===== config.mk =====
export PLATFORM = sky130hd
export DESIGN_NAME = mul_share_arb_flat
export DESIGN_NICKNAME = d
export VERILOG_FILES = /design/src/rtl/mul_share_pkg.sv /design/src/rtl/mul_share_arb_if.sv /design/src/rtl/mul_share_rr_arb.sv /design/src/rtl/mul_tc_16_16.sv /design/src/rtl/mul_share_arb.sv /design/src/flat_wrapper.sv
export SDC_FILE = /design/constraint.sdc
export NUM_CORES = 1
export LEC_CHECK = 0
export ABC_CLOCK_PERIOD_IN_PS = 13200
export CORE_MARGIN = 4
export CORE_UTILIZATION = 37
export DETAILED_ROUTE_END_ITERATION = 12
export GPL_TIMING_DRIVEN = 0
export HOLD_SLACK_MARGIN = 0.03
export RECOVER_POWER = 25
export SYNTH_ARGS = -nofsm -noshare
export SYNTH_HDL_FRONTEND = slang
export SYNTH_SLANG_ARGS = --single-unit

===== constraint.sdc =====
create_clock -name clk -period 13.2 [get_ports clk]
set_input_delay 1.32 -clock clk [delete_from_list [all_inputs] [get_ports clk]]
set_output_delay 1.32 -clock clk [all_outputs]
set_load 0.01 [all_outputs]

===== src/rtl/mul_share_pkg.sv =====
// mul_share_pkg
// Shared constants, types and the round-robin pick helper for mul_share_arb.
//   OPW / PRODW    : operand and product widths of the shared multiplier.
//   MAXREQ/MAXIDW  : largest supported requester count and its id width.
//   out_state_e    : occupancy state of the output register.
//   rr_pick()      : first valid requester after 'last', wrapping modulo nreq.
package mul_share_pkg;

    localparam int OPW    = 16;
    localparam int PRODW  = 32;
    localparam int MAXREQ = 16;
    localparam int MAXIDW = 4;

    typedef enum logic {
        ST_EMPTY = 1'b0,
        ST_FULL  = 1'b1
    } out_state_e;

    typedef struct packed {
        logic              found;
        logic [MAXIDW-1:0] idx;
    } rr_pick_t;

    // Scans last+1, last+2, ... (mod nreq) and returns the first valid index.
    // Vectors are sized for the maximum requester count so one function
    // serves every NREQ; bits at or above nreq are never looked at.
    function automatic rr_pick_t rr_pick(input logic [MAXREQ-1:0] valid,
                                         input logic [MAXIDW-1:0] last,
                                         input int                nreq);
        rr_pick_t r;
        int       cand;
        r = '0;
        for (int k = 1; k <= MAXREQ; k++) begin
            cand = (int'(last) + k) % nreq;
            if (k <= nreq && !r.found && valid[cand[MAXIDW-1:0]]) begin
                r.found = 1'b1;
                r.idx   = cand[MAXIDW-1:0];
            end
        end
        return r;
    endfunction

endpackage


===== src/rtl/mul_share_arb_if.sv =====
// mul_share_arb_if
// Bundles the NREQ request channels and the single result channel.
//   in_valid/in_ready : per-requester valid/ready; in_ready is a one-hot grant.
//   in_a/in_b         : signed 16-bit operands, requester i at [16*i+15:16*i].
//   out_valid/out_ready, out_id, out_product : tagged 32-bit signed result.
// Handshake: a transfer happens on a rising clock edge where valid and ready
// are both high; a source holding valid keeps its payload stable until then.
// Modports: slave = the arbiter block, master = the requesters/consumer side.
interface mul_share_arb_if #(
    parameter int NREQ = 4,
    parameter int IDW  = $clog2(NREQ)
);
    logic [NREQ-1:0]    in_valid;
    logic [NREQ*16-1:0] in_a;
    logic [NREQ*16-1:0] in_b;
    logic [NREQ-1:0]    in_ready;
    logic               out_valid;
    logic               out_ready;
    logic [IDW-1:0]     out_id;
    logic [31:0]        out_product;

    modport slave (
        input  in_valid, in_a, in_b, out_ready,
        output in_ready, out_valid, out_id, out_product
    );

    modport master (
        output in_valid, in_a, in_b, out_ready,
        input  in_ready, out_valid, out_id, out_product
    );
endinterface


===== src/rtl/mul_share_rr_arb.sv =====
// mul_share_rr_arb
// Round-robin pointer plus combinational grant.
//   clk, rst_n : clock, asynchronous active-low reset.
//   en         : grants allowed this cycle (low while the output is stalled).
//   valid      : per-requester request valid.
//   grant      : one-hot winner, zero when nothing is granted.
//   win_id     : winner index (meaningful when found=1).
//   found      : a grant is issued this cycle.
module mul_share_rr_arb
    import mul_share_pkg::*;
#(
    parameter int NREQ = 4,
    parameter int IDW  = $clog2(NREQ)
) (
    input  logic            clk,
    input  logic            rst_n,
    input  logic            en,
    input  logic [NREQ-1:0] valid,
    output logic [NREQ-1:0] grant,
    output logic [IDW-1:0]  win_id,
    output logic            found
);
    logic [IDW-1:0] last_q, last_d;
    rr_pick_t       pick;

    always_comb begin
        pick   = rr_pick(MAXREQ'(valid), MAXIDW'(last_q), NREQ);
        win_id = pick.idx[IDW-1:0];
        found  = en & pick.found;
        grant  = found ? (NREQ'(1) << win_id) : '0;
        last_d = found ? win_id : last_q;
    end

    // Pointer resets to the top index so requester 0 wins first.
    always_ff @(posedge clk or negedge rst_n) begin
        if (!rst_n) last_q <= IDW'(NREQ - 1);
        else        last_q <= last_d;
    end
endmodule


===== src/rtl/mul_tc_16_16.sv =====
// mul_tc_16_16
// Combinational 16x16 signed two's-complement multiplier, full 32-bit product.
//   a, b    : signed operands.
//   product : a*b, no truncation.
module mul_tc_16_16 (
    input  logic [15:0] a,
    input  logic [15:0] b,
    output logic [31:0] product
);
    // Sign-extend to the product width first so the multiply is 32x32->32.
    assign product = $signed({{16{a[15]}}, a}) * $signed({{16{b[15]}}, b});
endmodule


===== src/rtl/mul_share_arb.sv =====
// mul_share_arb
// Shares one mul_tc_16_16 between NREQ requesters. A round-robin arbiter
// picks one operand pair per cycle; the product is registered and returned
// tagged with the requester id. Output backpressure stalls the whole block.
//   clk, rst_n : clock, asynchronous active-low reset.
//   bus        : mul_share_arb_if.slave (request channels + result channel).
//   dbg_state  : output register occupancy (EMPTY/FULL), mirrors out_valid.
// Build option MUL_SHARE_PIPE2_EN: adds a register stage holding the muxed
// operands and id ahead of the multiplier (latency 2, still 1 result/cycle).
module mul_share_arb
    import mul_share_pkg::*;
#(
    parameter int NREQ = 4,
    parameter int IDW  = $clog2(NREQ)
) (
    input  logic                clk,
    input  logic                rst_n,
    mul_share_arb_if.slave      bus,
    output out_state_e          dbg_state
);
    out_state_e       state_q, state_d;
    logic [IDW-1:0]   out_id_q, out_id_d;
    logic [PRODW-1:0] out_product_q, out_product_d;

    logic             stall;
    logic [NREQ-1:0]  grant;
    logic [IDW-1:0]   win_id;
    logic             found;
    logic [OPW-1:0]   sel_a, sel_b;
    logic [OPW-1:0]   mul_a, mul_b;
    logic [PRODW-1:0] product;
    logic             load;
    logic [IDW-1:0]   load_id;

`ifdef MUL_SHARE_PIPE2_EN
    logic             s1_valid_q, s1_valid_d;
    logic [OPW-1:0]   s1_a_q, s1_a_d, s1_b_q, s1_b_d;
    logic [IDW-1:0]   s1_id_q, s1_id_d;
`endif

    // A full output nobody is taking freezes every stage and blocks grants.
    assign stall = (state_q == ST_FULL) & ~bus.out_ready;

    mul_share_rr_arb #(.NREQ(NREQ), .IDW(IDW)) u_arb (
        .clk    (clk),
        .rst_n  (rst_n),
        .en     (~stall),
        .valid  (bus.in_valid),
        .grant  (grant),
        .win_id (win_id),
        .found  (found)
    );

    mul_tc_16_16 u_mul (
        .a       (mul_a),
        .b       (mul_b),
        .product (product)
    );

    always_comb begin
        sel_a = bus.in_a[win_id*OPW +: OPW];
        sel_b = bus.in_b[win_id*OPW +: OPW];
`ifdef MUL_SHARE_PIPE2_EN
        s1_valid_d = s1_valid_q;
        s1_a_d     = s1_a_q;
        s1_b_d     = s1_b_q;
        s1_id_d    = s1_id_q;
        if (!stall) begin
            s1_valid_d = found;
            if (found) begin
                s1_a_d  = sel_a;
                s1_b_d  = sel_b;
                s1_id_d = win_id;
            end
        end
        mul_a   = s1_a_q;
        mul_b   = s1_b_q;
        load    = s1_valid_q & ~stall;
        load_id = s1_id_q;
`else
        mul_a   = sel_a;
        mul_b   = sel_b;
        load    = found;   // found is already gated by ~stall
        load_id = win_id;
`endif
    end

    // Output register FSM: EMPTY <-> FULL; a stalled FULL holds everything.
    always_comb begin
        state_d       = state_q;
        out_id_d      = out_id_q;
        out_product_d = out_product_q;
        if (!stall) begin
            state_d = load ? ST_FULL : ST_EMPTY;
        end
        if (load) begin
            out_id_d      = load_id;
            out_product_d = product;
        end
    end

    always_ff @(posedge clk or negedge rst_n) begin
        if (!rst_n) begin
            state_q       <= ST_EMPTY;
            out_id_q      <= '0;
            out_product_q <= '0;
        end else begin
            state_q       <= state_d;
            out_id_q      <= out_id_d;
            out_product_q <= out_product_d;
        end
    end

`ifdef MUL_SHARE_PIPE2_EN
    always_ff @(posedge clk or negedge rst_n) begin
        if (!rst_n) begin
            s1_valid_q <= 1'b0;
            s1_a_q     <= '0;
            s1_b_q     <= '0;
            s1_id_q    <= '0;
        end else begin
            s1_valid_q <= s1_valid_d;
            s1_a_q     <= s1_a_d;
            s1_b_q     <= s1_b_d;
            s1_id_q    <= s1_id_d;
        end
    end
`endif

    assign bus.in_ready    = grant;
    assign bus.out_valid   = (state_q == ST_FULL);
    assign bus.out_id      = out_id_q;
    assign bus.out_product = out_product_q;
    assign dbg_state       = state_q;
endmodule


===== src/flat_wrapper.sv =====
// flat-port wrapper written by rule: the top's interface ports become plain ports
module mul_share_arb_flat import mul_share_pkg::*;
#(
    parameter int NREQ = 4,
    parameter int IDW  = $clog2(NREQ)
)
  (clk, rst_n, dbg_state, bus_in_valid, bus_in_a, bus_in_b, bus_out_ready, bus_in_ready, bus_out_valid, bus_out_id, bus_out_product);
  mul_share_arb_if #(.NREQ(NREQ), .IDW(IDW)) bus_i ();
  input  logic clk;
  input  logic rst_n;
  output out_state_e dbg_state;
  input wire logic [$bits(bus_i.in_valid)-1:0] bus_in_valid;
  input wire logic [$bits(bus_i.in_a)-1:0] bus_in_a;
  input wire logic [$bits(bus_i.in_b)-1:0] bus_in_b;
  input wire logic [$bits(bus_i.out_ready)-1:0] bus_out_ready;
  output wire logic [$bits(bus_i.in_ready)-1:0] bus_in_ready;
  output wire logic [$bits(bus_i.out_valid)-1:0] bus_out_valid;
  output wire logic [$bits(bus_i.out_id)-1:0] bus_out_id;
  output wire logic [$bits(bus_i.out_product)-1:0] bus_out_product;
  assign bus_i.in_valid = bus_in_valid;
  assign bus_i.in_a = bus_in_a;
  assign bus_i.in_b = bus_in_b;
  assign bus_i.out_ready = bus_out_ready;
  assign bus_in_ready = bus_i.in_ready;
  assign bus_out_valid = bus_i.out_valid;
  assign bus_out_id = bus_i.out_id;
  assign bus_out_product = bus_i.out_product;
  mul_share_arb #(.NREQ(NREQ), .IDW(IDW)) u_core (.clk(clk), .rst_n(rst_n), .bus(bus_i), .dbg_state(dbg_state));
endmodule

==> impl_metrics.ini <==
[sta]
relSlewSlack_pct = -40.3
worst_slew_pin_slew_ps = 2100
setup_tns_ps = 0
slew_violations = 38
period_share_pct = 71.7
period_needed_ps = 9470
hold_viol_final = 0
final-setup-viol-count = 0
rsz0062_at_grt = false
clock-skew-final_ps = 4.80
fmax_mhz = 106
worst_slack_ps = 3730

[placed_design]
hpwlAfterDp_um = 31700
pre_cts_ws_ps = 3570
place_congestion = 0.939
port-buffer-count = 174

[grt]
busiest_layer = met2
grt_usage_pct = 19.5
grt_remaining_overflow = 0
use_met1_pct = 25.7
antenna_found_initial = 0
grt_max_degree = 38
grt_pass1_vias = 10500
grt_pass1_wl_um = 56500
use_met3_pct = 2.03
met2_usage_pct = 34.7

[clocking]
cts_tree = done
clk_pin_slew_ps = 60
numCtsBuffers = 5
root_buffer = clkbuf_16
clk_path_buf_depth = 2
clock_sinks = 37
cts_hold_buf = 0
post-cts-setup-buffer-count = 0
cts_resized = 0
cts-htree-levels = 2
clock_latency_ps = 280

[worst_hold_path]
min_path_type = register to register
min-delay-start = u_core.bus.out_product[2]

[logic_synthesis]
ys_ff_latch = 37
async_flop_share_pct = 100
synth.top_cell.area_share_pct = 41.6
seq_area_frac_synth_pct = 7.37
synth_nets = 1844
postSynthCellCount = 1365
synth_edf_count = 0
yosys.area.top_type = fa_1
synth_area_um2 = 12600
yosysMostFrequentCell = inv_1
ys_types = 69
synth_commonest_cells = inv_1, fa_1, nand2_1
yosys_most_used_dff = dfrtp_1
ys_warn_count = 0
synth_area_per_cell_um2 = 9.23
ys_top_cells_by_area = fa_1, inv_1, ha_1, dfrtp_1, nand2_1

[routing]
drtIter0Drc = 493
dr.pass1.iters = 5
drt.antenna.violating_nets = 0
vias = 9989
drc_errors = 0
post_drt_wl_per_cell_um = 18.1
route.final.wire_length_um = 36100
routed_via_density = 5.01

[die]
rows = 67
die_area_um2 = 37100
io_pins = 175
core_area_um2 = 33500
dieHeight_um = 193
start_util_pct = 37.6
fp.dieW_um = 193

[layout]
area.growth.synth_to_final_pct = 19.4
drive_gt1_share_pct = 6.92
diodes = 0
nets = 2025

[critical_path]
critPathKind = input pin to register
r2r-start = u_core.u_arb.last_q[0]
cp-end-kind = register
start_kind = input pin
worst-path-max-fanout = 10
cp_data_arrival_time_ps = 9620
required_ps = 13350
startpoint = bus_in_valid[3]

[job]
drv_cap = 1

[status]
outcome = finished, violations left
violations = capacitance limit, slew limit
## through the flow
stage	instances	utilization (%)	hold WS, ps	cell area (um2)
floorplan	1365	-	472	12600
global placement	1987	44.5	462	14900
detailed placement	1987	44.4	463	14900
CTS	1995	44.9	477	15000
global route	1995	44.9	488	15000
finish	1995	44.9	470	15000
## worst paths after layout
check | to | slack, ps | cells after the start
max in group asynchronous | u_core.bus.out_product[8] | 10340 | 1
setup / recovery | u_core.bus.out_product[31] | 3730 | 28
hold / removal | u_core.bus.out_product[2] | 470 | 2
hold reg to reg | u_core.bus.out_product[2] | 470 | 2
min in group asynchronous | u_core.bus.out_product[29] | 1640 | 1
setup reg to reg | u_core.bus.out_product[31] | 4780 | 27
## layer usage
metal,vias to the layer above,routed length [um]
li1,4542,-
met5,-,0
met2,263,18800
met3,51,1580
met4,0,994
met1,5133,14800
## flip-flops by register name (all words and copies together) (netlist names)
signal,count
u_core.bus.out_valid,1
u_core.u_arb.last_q,2
u_core.bus.out_id,2
u_core.bus.out_product,32
## layout make-up
type | instances | area (um2)
Fill cell | 3337 | 18500
Multi-Input combinational cell | 982 | 10200
Timing Repair Buffer | 174 | 1740
Inverter | 303 | 1140
Sequential cell | 37 | 928
Tap cell | 448 | 561
Buffer | 43 | 298
Clock buffer | 8 | 146
## placed cells by master, fill, tap and decap left out, types with 7 or more instances in the layout
cell             Yosys  final
fa_1               262    262
nand3_1              7      7
xor2_1               9      9
dfrtp_1             35     35
mux2i_1             58     58
buf_6                7      7
buf_2               14     14
nor2b_1             10     10
o211ai_1             7      7
a21oi_1             26     26
clkbuf_1             9     12
nand2b_1            14     14
clkdlybuf4s50_1      0    173
inv_1              302    302
a21o_1              11     11
a211oi_1             9      9
mux2_2              26     26
o21ai_0             33     33
nor2_1             135    135
nand2_1            158    158
and2_1              12     12
or2_1                7      7
ha_1                82     82
buf_4               10     10
mux2i_2              9      9
xnor2_1             26     26
## cells by family after synthesis
logic type / after synthesis / share of synthesized area (%)
buffers and inverters: 346 / 11.4
AND/OR/NAND/NOR: 371 / 12.6
flip-flops: 37 / 7.37
adder cells (fa/ha/maj): 344 / 49.8
AO/OA/AOI/OAI: 131 / 7.36
XOR/XNOR: 35 / 2.43
multiplexers: 101 / 9.13
## critical path: stages
cell and delay (ps):
clkdlybuf4s50_1 490, inv_2 110, o22ai_1 100, a211oi_2 610, buf_4 330, buf_6 200, mux2i_2 670, buf_2 390
nand2_1 100, fa_1 500, inv_1 60, fa_1 490, inv_1 50, fa_1 520, inv_1 70, fa_1 460
fa_1 490, inv_1 50, fa_1 480, inv_1 50, ha_1 370, nand4_1 150, nor3_1 420, a221oi_1 200
o211ai_1 360, o22ai_1 160, xnor2_1 280, o21ai_0 110
Power is left out: the tool's default activity adds up to more than one toggle a clock period on the data nets, which glitch-free logic cannot reach.
